## src/rtl/capture_seq_pkg.sv

```systemverilog
// Shared types, default sizes and the edge-detect helper for the capture sequencer.
package capture_seq_pkg;

    localparam int unsigned W_DEF     = 16;
    localparam int unsigned CW_DEF    = 32;
    localparam int unsigned EDGE_MAXW = 256;

    typedef enum logic [2:0] {
        ST_IDLE  = 3'd0,
        ST_CLEAR = 3'd1,
        ST_PRE   = 3'd2,
        ST_ARMED = 3'd3,
        ST_POST  = 3'd4,
        ST_DONE  = 3'd5
    } state_t;

    // Operands are zero-extended by the caller; bits above the channel count never hit.
    function automatic logic [EDGE_MAXW-1:0] edge_mask(
        input logic [EDGE_MAXW-1:0] last_s,
        input logic [EDGE_MAXW-1:0] s,
        input logic [EDGE_MAXW-1:0] rise,
        input logic [EDGE_MAXW-1:0] fall
    );
        return (~last_s & s & rise) | (last_s & ~s & fall);
    endfunction

endpackage

```

## src/rtl/capture_trigger_match.sv

```systemverilog
// Level/edge trigger qualifier: remembers the previous ARMED sample and flags a trigger strobe.
module capture_trigger_match
    import capture_seq_pkg::*;
#(
    parameter int unsigned W = W_DEF
) (
    input  logic         clk,
    input  logic         rst,
    input  logic         track,
    input  logic         sample_strobe,
    input  logic [W-1:0] s,
    input  logic [W-1:0] trig_mask,
    input  logic [W-1:0] trig_value,
    input  logic [W-1:0] trig_rise,
    input  logic [W-1:0] trig_fall,
    output logic         fire
);

    logic [W-1:0] last_s;
    logic         valid;
    logic         level_ok;
    logic         edge_ok;

    always_ff @(posedge clk) begin
        if (rst) begin
            last_s <= '0;
            valid  <= 1'b0;
        end else if (!track) begin
            valid <= 1'b0;
        end else if (sample_strobe) begin
            last_s <= s;
            valid  <= 1'b1;
        end
    end

    // valid stays low until the first strobe of the ARMED stay has been captured.
    always_comb begin
        level_ok = ((s ^ trig_value) & trig_mask) == '0;
        edge_ok  = ((trig_rise | trig_fall) == '0) ||
                   (|edge_mask(EDGE_MAXW'(last_s), EDGE_MAXW'(s),
                               EDGE_MAXW'(trig_rise), EDGE_MAXW'(trig_fall)));
        fire     = track && sample_strobe && valid && level_ok && edge_ok;
    end

endmodule

```

## src/rtl/capture_sequencer.sv

```systemverilog
// Capture run controller: clear, pre-trigger fill, trigger wait, post-trigger count.
// Optional ARMED timeout via `define CAPTURE_SEQ_TIMEOUT_EN.
module capture_sequencer
    import capture_seq_pkg::*;
#(
    parameter int unsigned W  = W_DEF,
    parameter int unsigned CW = CW_DEF
) (
    input  logic          clk,
    input  logic          rst,
    input  logic          arm,
    input  logic          abort,
    input  logic [W-1:0]  s,
    input  logic          sample_strobe,
    input  logic [W-1:0]  trig_mask,
    input  logic [W-1:0]  trig_value,
    input  logic [W-1:0]  trig_rise,
    input  logic [W-1:0]  trig_fall,
    input  logic [CW-1:0] pre_count,
    input  logic [CW-1:0] post_count,
`ifdef CAPTURE_SEQ_TIMEOUT_EN
    input  logic [CW-1:0] timeout,
    output logic          timed_out,
`endif
    output logic          sampler_enable,
    output logic          clear_pulse,
    output logic [2:0]    state,
    output logic          busy,
    output logic          triggered,
    output logic [CW-1:0] trig_index,
    output logic          done
);

    state_t        st;
    logic [CW-1:0] sample_cnt;
    logic [CW-1:0] post_cnt;
    logic [CW-1:0] sample_inc;
    logic [CW-1:0] sample_seen;
    logic [CW-1:0] post_inc;
    logic          fire;
    logic          force_trig;
    logic          trig_now;
    logic          arming;
    logic          fire_take;

    capture_trigger_match #(.W(W)) u_match (
        .clk           (clk),
        .rst           (rst),
        .track         (st == ST_ARMED),
        .sample_strobe (sample_strobe),
        .s             (s),
        .trig_mask     (trig_mask),
        .trig_value    (trig_value),
        .trig_rise     (trig_rise),
        .trig_fall     (trig_fall),
        .fire          (fire)
    );

    always_comb begin
        sample_inc  = (sample_cnt == '1) ? sample_cnt : sample_cnt + CW'(1);
        post_inc    = (post_cnt == '1) ? post_cnt : post_cnt + CW'(1);
        sample_seen = sample_strobe ? sample_inc : sample_cnt;
        trig_now    = fire || force_trig;
        arming      = ((st == ST_IDLE) || (st == ST_DONE)) && arm && !abort;
        fire_take   = (st == ST_ARMED) && trig_now && !abort;
    end

    assign state = st;
    assign busy  = (st != ST_IDLE) && (st != ST_DONE);

`ifdef CAPTURE_SEQ_TIMEOUT_EN
    logic [CW-1:0] tmo_cnt;

    assign force_trig = (st == ST_ARMED) && (timeout != '0) && (tmo_cnt + CW'(1) == timeout);

    always_ff @(posedge clk) begin
        if (rst) begin
            tmo_cnt   <= '0;
            timed_out <= 1'b0;
        end else begin
            if (st != ST_ARMED) begin
                tmo_cnt <= '0;
            end else if (tmo_cnt != '1) begin
                tmo_cnt <= tmo_cnt + CW'(1);
            end
            if (arming) begin
                timed_out <= 1'b0;
            end else if (fire_take) begin
                timed_out <= !fire;
            end
        end
    end
`else
    assign force_trig = 1'b0;
`endif

    always_ff @(posedge clk) begin
        if (rst) begin
            st             <= ST_IDLE;
            sampler_enable <= 1'b0;
            clear_pulse    <= 1'b0;
            triggered      <= 1'b0;
            trig_index     <= '0;
            done           <= 1'b0;
            sample_cnt     <= '0;
            post_cnt       <= '0;
        end else begin
            clear_pulse <= 1'b0;
            done        <= 1'b0;
            if (abort && (st != ST_IDLE)) begin
                st             <= ST_IDLE;
                sampler_enable <= 1'b0;
            end else begin
                case (st)
                    ST_IDLE, ST_DONE: begin
                        if (arming) begin
                            st          <= ST_CLEAR;
                            clear_pulse <= 1'b1;
                            sample_cnt  <= '0;
                            post_cnt    <= '0;
                            triggered   <= 1'b0;
                            trig_index  <= '0;
                        end
                    end
                    ST_CLEAR: begin
                        st             <= ST_PRE;
                        sampler_enable <= 1'b1;
                    end
                    ST_PRE: begin
                        if (sample_strobe) sample_cnt <= sample_inc;
                        if (sample_seen >= pre_count) st <= ST_ARMED;
                    end
                    ST_ARMED: begin
                        if (sample_strobe) sample_cnt <= sample_inc;
                        if (fire_take) begin
                            triggered  <= 1'b1;
                            trig_index <= sample_cnt;
                            post_cnt   <= CW'(1);
                            if (post_count <= CW'(1)) begin
                                st             <= ST_DONE;
                                done           <= 1'b1;
                                sampler_enable <= 1'b0;
                            end else begin
                                st <= ST_POST;
                            end
                        end
                    end
                    ST_POST: begin
                        if (sample_strobe) begin
                            sample_cnt <= sample_inc;
                            post_cnt   <= post_inc;
                            if (post_inc >= post_count) begin
                                st             <= ST_DONE;
                                done           <= 1'b1;
                                sampler_enable <= 1'b0;
                            end
                        end
                    end
                    default: begin
                        st             <= ST_IDLE;
                        sampler_enable <= 1'b0;
                    end
                endcase
            end
        end
    end

endmodule
```

## config.mk

```make
export PLATFORM = sky130hd
export DESIGN_NAME = capture_sequencer
export DESIGN_NICKNAME = d
export VERILOG_FILES = /design/src/rtl/capture_seq_pkg.sv /design/src/rtl/capture_trigger_match.sv /design/src/rtl/capture_sequencer.sv
export SDC_FILE = /design/constraint.sdc
export NUM_CORES = 1
export LEC_CHECK = 0
export ABC_AREA = 1
export CORE_MARGIN = 5
export CORE_UTILIZATION = 57
export DETAILED_ROUTE_END_ITERATION = 10
export HOLD_SLACK_MARGIN = 0.03
export PLACE_DENSITY_LB_ADDON = 0.12
export REMOVE_ABC_BUFFERS = 1
export SLEW_MARGIN = 15
export SYNTH_ARGS = -nofsm -noshare
export SYNTH_HDL_FRONTEND = slang
export SYNTH_SLANG_ARGS = --single-unit
```

## constraint.sdc

```tcl
create_clock -name clk -period 6.3 [get_ports clk]
set_input_delay 0.945 -clock clk [delete_from_list [all_inputs] [get_ports clk]]
set_output_delay 0.945 -clock clk [all_outputs]
set_load 0.02 [all_outputs]
```

==> metrics.csv <==
stage;metric;value;unit
outcome;status;finished, final reports clean;
routing;avgRoutedWirePerCell;14.8;microns
critical_path;reg2reg_slack;2.13;ns
floorplanning;rows;46;
synth;synth_seq_cells;120;
critical_path;critPathMaxStageDelay;0.65;ns
floorplanning;die_x;137;microns
clock_network;clockRootBuffer;clkbuf_16;
critical_path;r2r_start;sample_cnt[1];
critical_path;critPathCaptureType;flop;
sta;tightest_slew;1.06;ns
sta;fmax;240;MHz
synth;avgSynthCellArea;6.17;sq um
sta;setup_viol;0;
grt;grt_pass1_vias;9624;
synth;ys_seq_area_frac;0.262;
grt;antenna_found_initial;0;
sta;finalCritPeriodShare;0.661;
clock_network;cts_tree;yes;
grt;grt_max_degree;55;
clock_network;htreeDepth;4;
critical_path;rr_endpoint;state[0];
floorplanning;initial_core_util;0.579;
sta;rsz0062_at_grt;false;
sta;slew_headroom;0.290;
placement;gp_congestion;0.974;
final_layout;final_common_cell;nand2_1;
critical_path;worstPathMaxFanout;22;
clock_network;cts_resized;0;
critical_path;cp.arrival;4.49;ns
sta;skew;0.00631;ns
critical_path;crit_buf_inv;1;
critical_path;path_class;flop to flop;
pwr;ir_drop;0.197;mV
critical_path;rr_worst_depth;21;
clock_network;numCtsBuffers;17;
min_path;hold_path_class;flop to flop;
synth;synth_area;9170;sq um
critical_path;worstSetupStartpointType;flop;
routing;drcViolationCount;0;
critical_path;crit_family;simple AND/OR/NAND/NOR gates;
routing;vias_per_cell;5.39;
sta;maxSlewViolCount;0;
pwr;total_power;2.58;mW
routing;vias;10100;
floorplanning;fp.coreArea;15800;sq um
min_path;min_to;u_match.last_s[0];
final_layout;diodes;0;
critical_path;slowest_stage;nand3_1;
routing;wl;27700;microns
grt;overflow;0;
critical_path;worstPathCellList;ha_1 -> nand2_1 -> nor2_1 -> nand2_1 -> nor2_1 -> nand3_1 -> nand3_1 -> nand2_1 -> inv_1 -> ha_1 -> nand2_1 -> nor2_1 -> nand4_1 -> a21oi_1 -> nor2_1 -> nand2_1 -> nand2_1 -> nor2_1 -> nand2_1 -> nand2_1 -> nor2_1;
clock_network;hold_buffers;0;
floorplanning;pin_count;189;
clock_network;clockBufferDepth;2;
sta;holdWs;0.472;ns
synth;netlist_instances;1485;
clock_network;clock-sinks;120;
floorplanning;die_h;137;microns
run;cap_violations;0;
routing;drt_iter0_markers;672;
clock_network;cts.clk_slew.worst_paths;0.06;ns
sta;tns;0;ns
routing;ant_nets;0;
routing;firstDrtPassIters;7;
pwr;power.density;219;nW/um^2
final_layout;drive_gt1_frac;0.0410;
placement;dp_hpwl;20800;microns
critical_path;cp.required;6.62;ns
critical_path;cp_common_cell;nand2_1;
clock_network;post-cts-setup-buffers;0;
sta;finalWorstSetupSlack;2.13;ns
placement;place_ws;1.87;ns
synth;ys_warn_count;0;
synth;ys_types;37;
clock_network;insertion_delay;0.43;ns
grt;grt_pass1_wl;44400;microns
floorplanning;die_area;18700;sq um
final_layout;final_net_count;1859;
placement;io_buffers;188;
final_layout;syn_to_final_growth;28.3;%
min_path;holdCritStartpoint;u_match.last_s[0];
pwr;cellLeakagePower;5.12;nW
sta;post-route-min-period;4.17;ns
min_path;hold_depth;2;
sta;hold_viol_final;0;
grt;grt_usage;0.292;
final_layout;final_cell_mix;nand2_1, inv_1, clkdlybuf4s50_1;
[tightest hold or removal path, cell delays in order, from the launching register on]
cell     delay, ns
dfxtp_1       0.31
inv_1         0.06
a21oi_1       0.05
[synthesized netlist by cell type, drive strengths merged]
| cell type | instances | area share |
|---|---|---|
| o21a | 7 | 0.0057 |
| inv | 201 | 0.082 |
| o21ai | 46 | 0.026 |
| nor4 | 5 | 0.0034 |
| clkbuf | 30 | 0.013 |
| a21boi | 1 | 0.00082 |
| nand3b | 4 | 0.0033 |
| and2 | 2 | 0.0014 |
| buf | 27 | 0.016 |
| a22oi | 32 | 0.026 |
| o211ai | 5 | 0.0041 |
| a31oi | 2 | 0.0014 |
| nand4 | 21 | 0.014 |
| ha | 66 | 0.090 |
| dfxtp | 120 | 0.26 |
| nor2 | 180 | 0.077 |
| nand2 | 388 | 0.16 |
| nor3b | 2 | 0.0016 |
| nand3 | 137 | 0.075 |
| or2 | 8 | 0.0055 |
| xnor2 | 17 | 0.016 |
| a21oi | 113 | 0.062 |
| nor3 | 33 | 0.019 |
| o21bai | 1 | 0.00082 |
| a21o | 2 | 0.0016 |
| xor2 | 34 | 0.032 |
| o31ai | 1 | 0.00082 |
[layer usage]
| metal | vias up | global-route usage | share of wire |
|---|---|---|---|
| met5 | - | 0 | 0 |
| met4 | 0 | 0.115 | 0.028 |
| met3 | 62 | 0.0390 | 0.052 |
| met2 | 318 | 0.541 | 0.50 |
| met1 | 4590 | 0.340 | 0.42 |
| li1 | 5120 | - | - |
[cell families after synthesis]
family | synth area share
AOI/OAI and AO/OA | 0.129
xor gates and xnor gates | 0.0487
adders and majority gates | 0.0901
buffers and inverters | 0.111
DFF | 0.262
and+or+nand+nor | 0.360
[where the power goes]
part | internal, mW | switching (mW)
sequential | 0.788 | 0.0412
clock | 0.664 | 0.389
combinational | 0.246 | 0.450
[area by class of cell]
| cell class | instances | area [sq um] |
|---|---|---|
| Multi-Input combinational cell | 1107 | 5760 |
| Fill cell | 1294 | 4070 |
| Sequential cell | 120 | 2400 |
| Timing Repair Buffer | 197 | 1940 |
| Inverter | 201 | 754 |
| Clock buffer | 18 | 429 |
| Tap cell | 216 | 270 |
| Clock inverter | 14 | 199 |
[registers in the layout, indices dropped and copies added (netlist names)]
signal	flops
state	3
sample_cnt	32
sampler_enable	1
triggered	1
trig_index	32
u_match.valid	1
clear_pulse	1
u_match.last_s	16
post_cnt	32
done	1
[worst max path at each step]
stage                              from        endpoint  slack (ns)  depth (start not counted)
final                     sample_cnt[1]        state[0]        2.13                         21
after global routing      sample_cnt[1]        state[2]        1.68                         23
after CTS                 sample_cnt[1]        state[0]        2.20                         21
after detailed placement  sample_strobe     post_cnt[2]        1.87                         11
after global placement    sample_strobe  trig_index[31]        1.86                         10
after floorplan             post_cnt[1]        state[2]        2.89                         22
[through the flow]
step,cells,instance area [sq um],util
floorplan,1428,8910,-
global placement,1841,11100,0.703
detailed placement,1841,11100,0.703
CTS,1873,11800,0.743
global route,1873,11800,0.743
finish,1873,11800,0.743
Note: power is estimated with default switching activity, not from simulation.
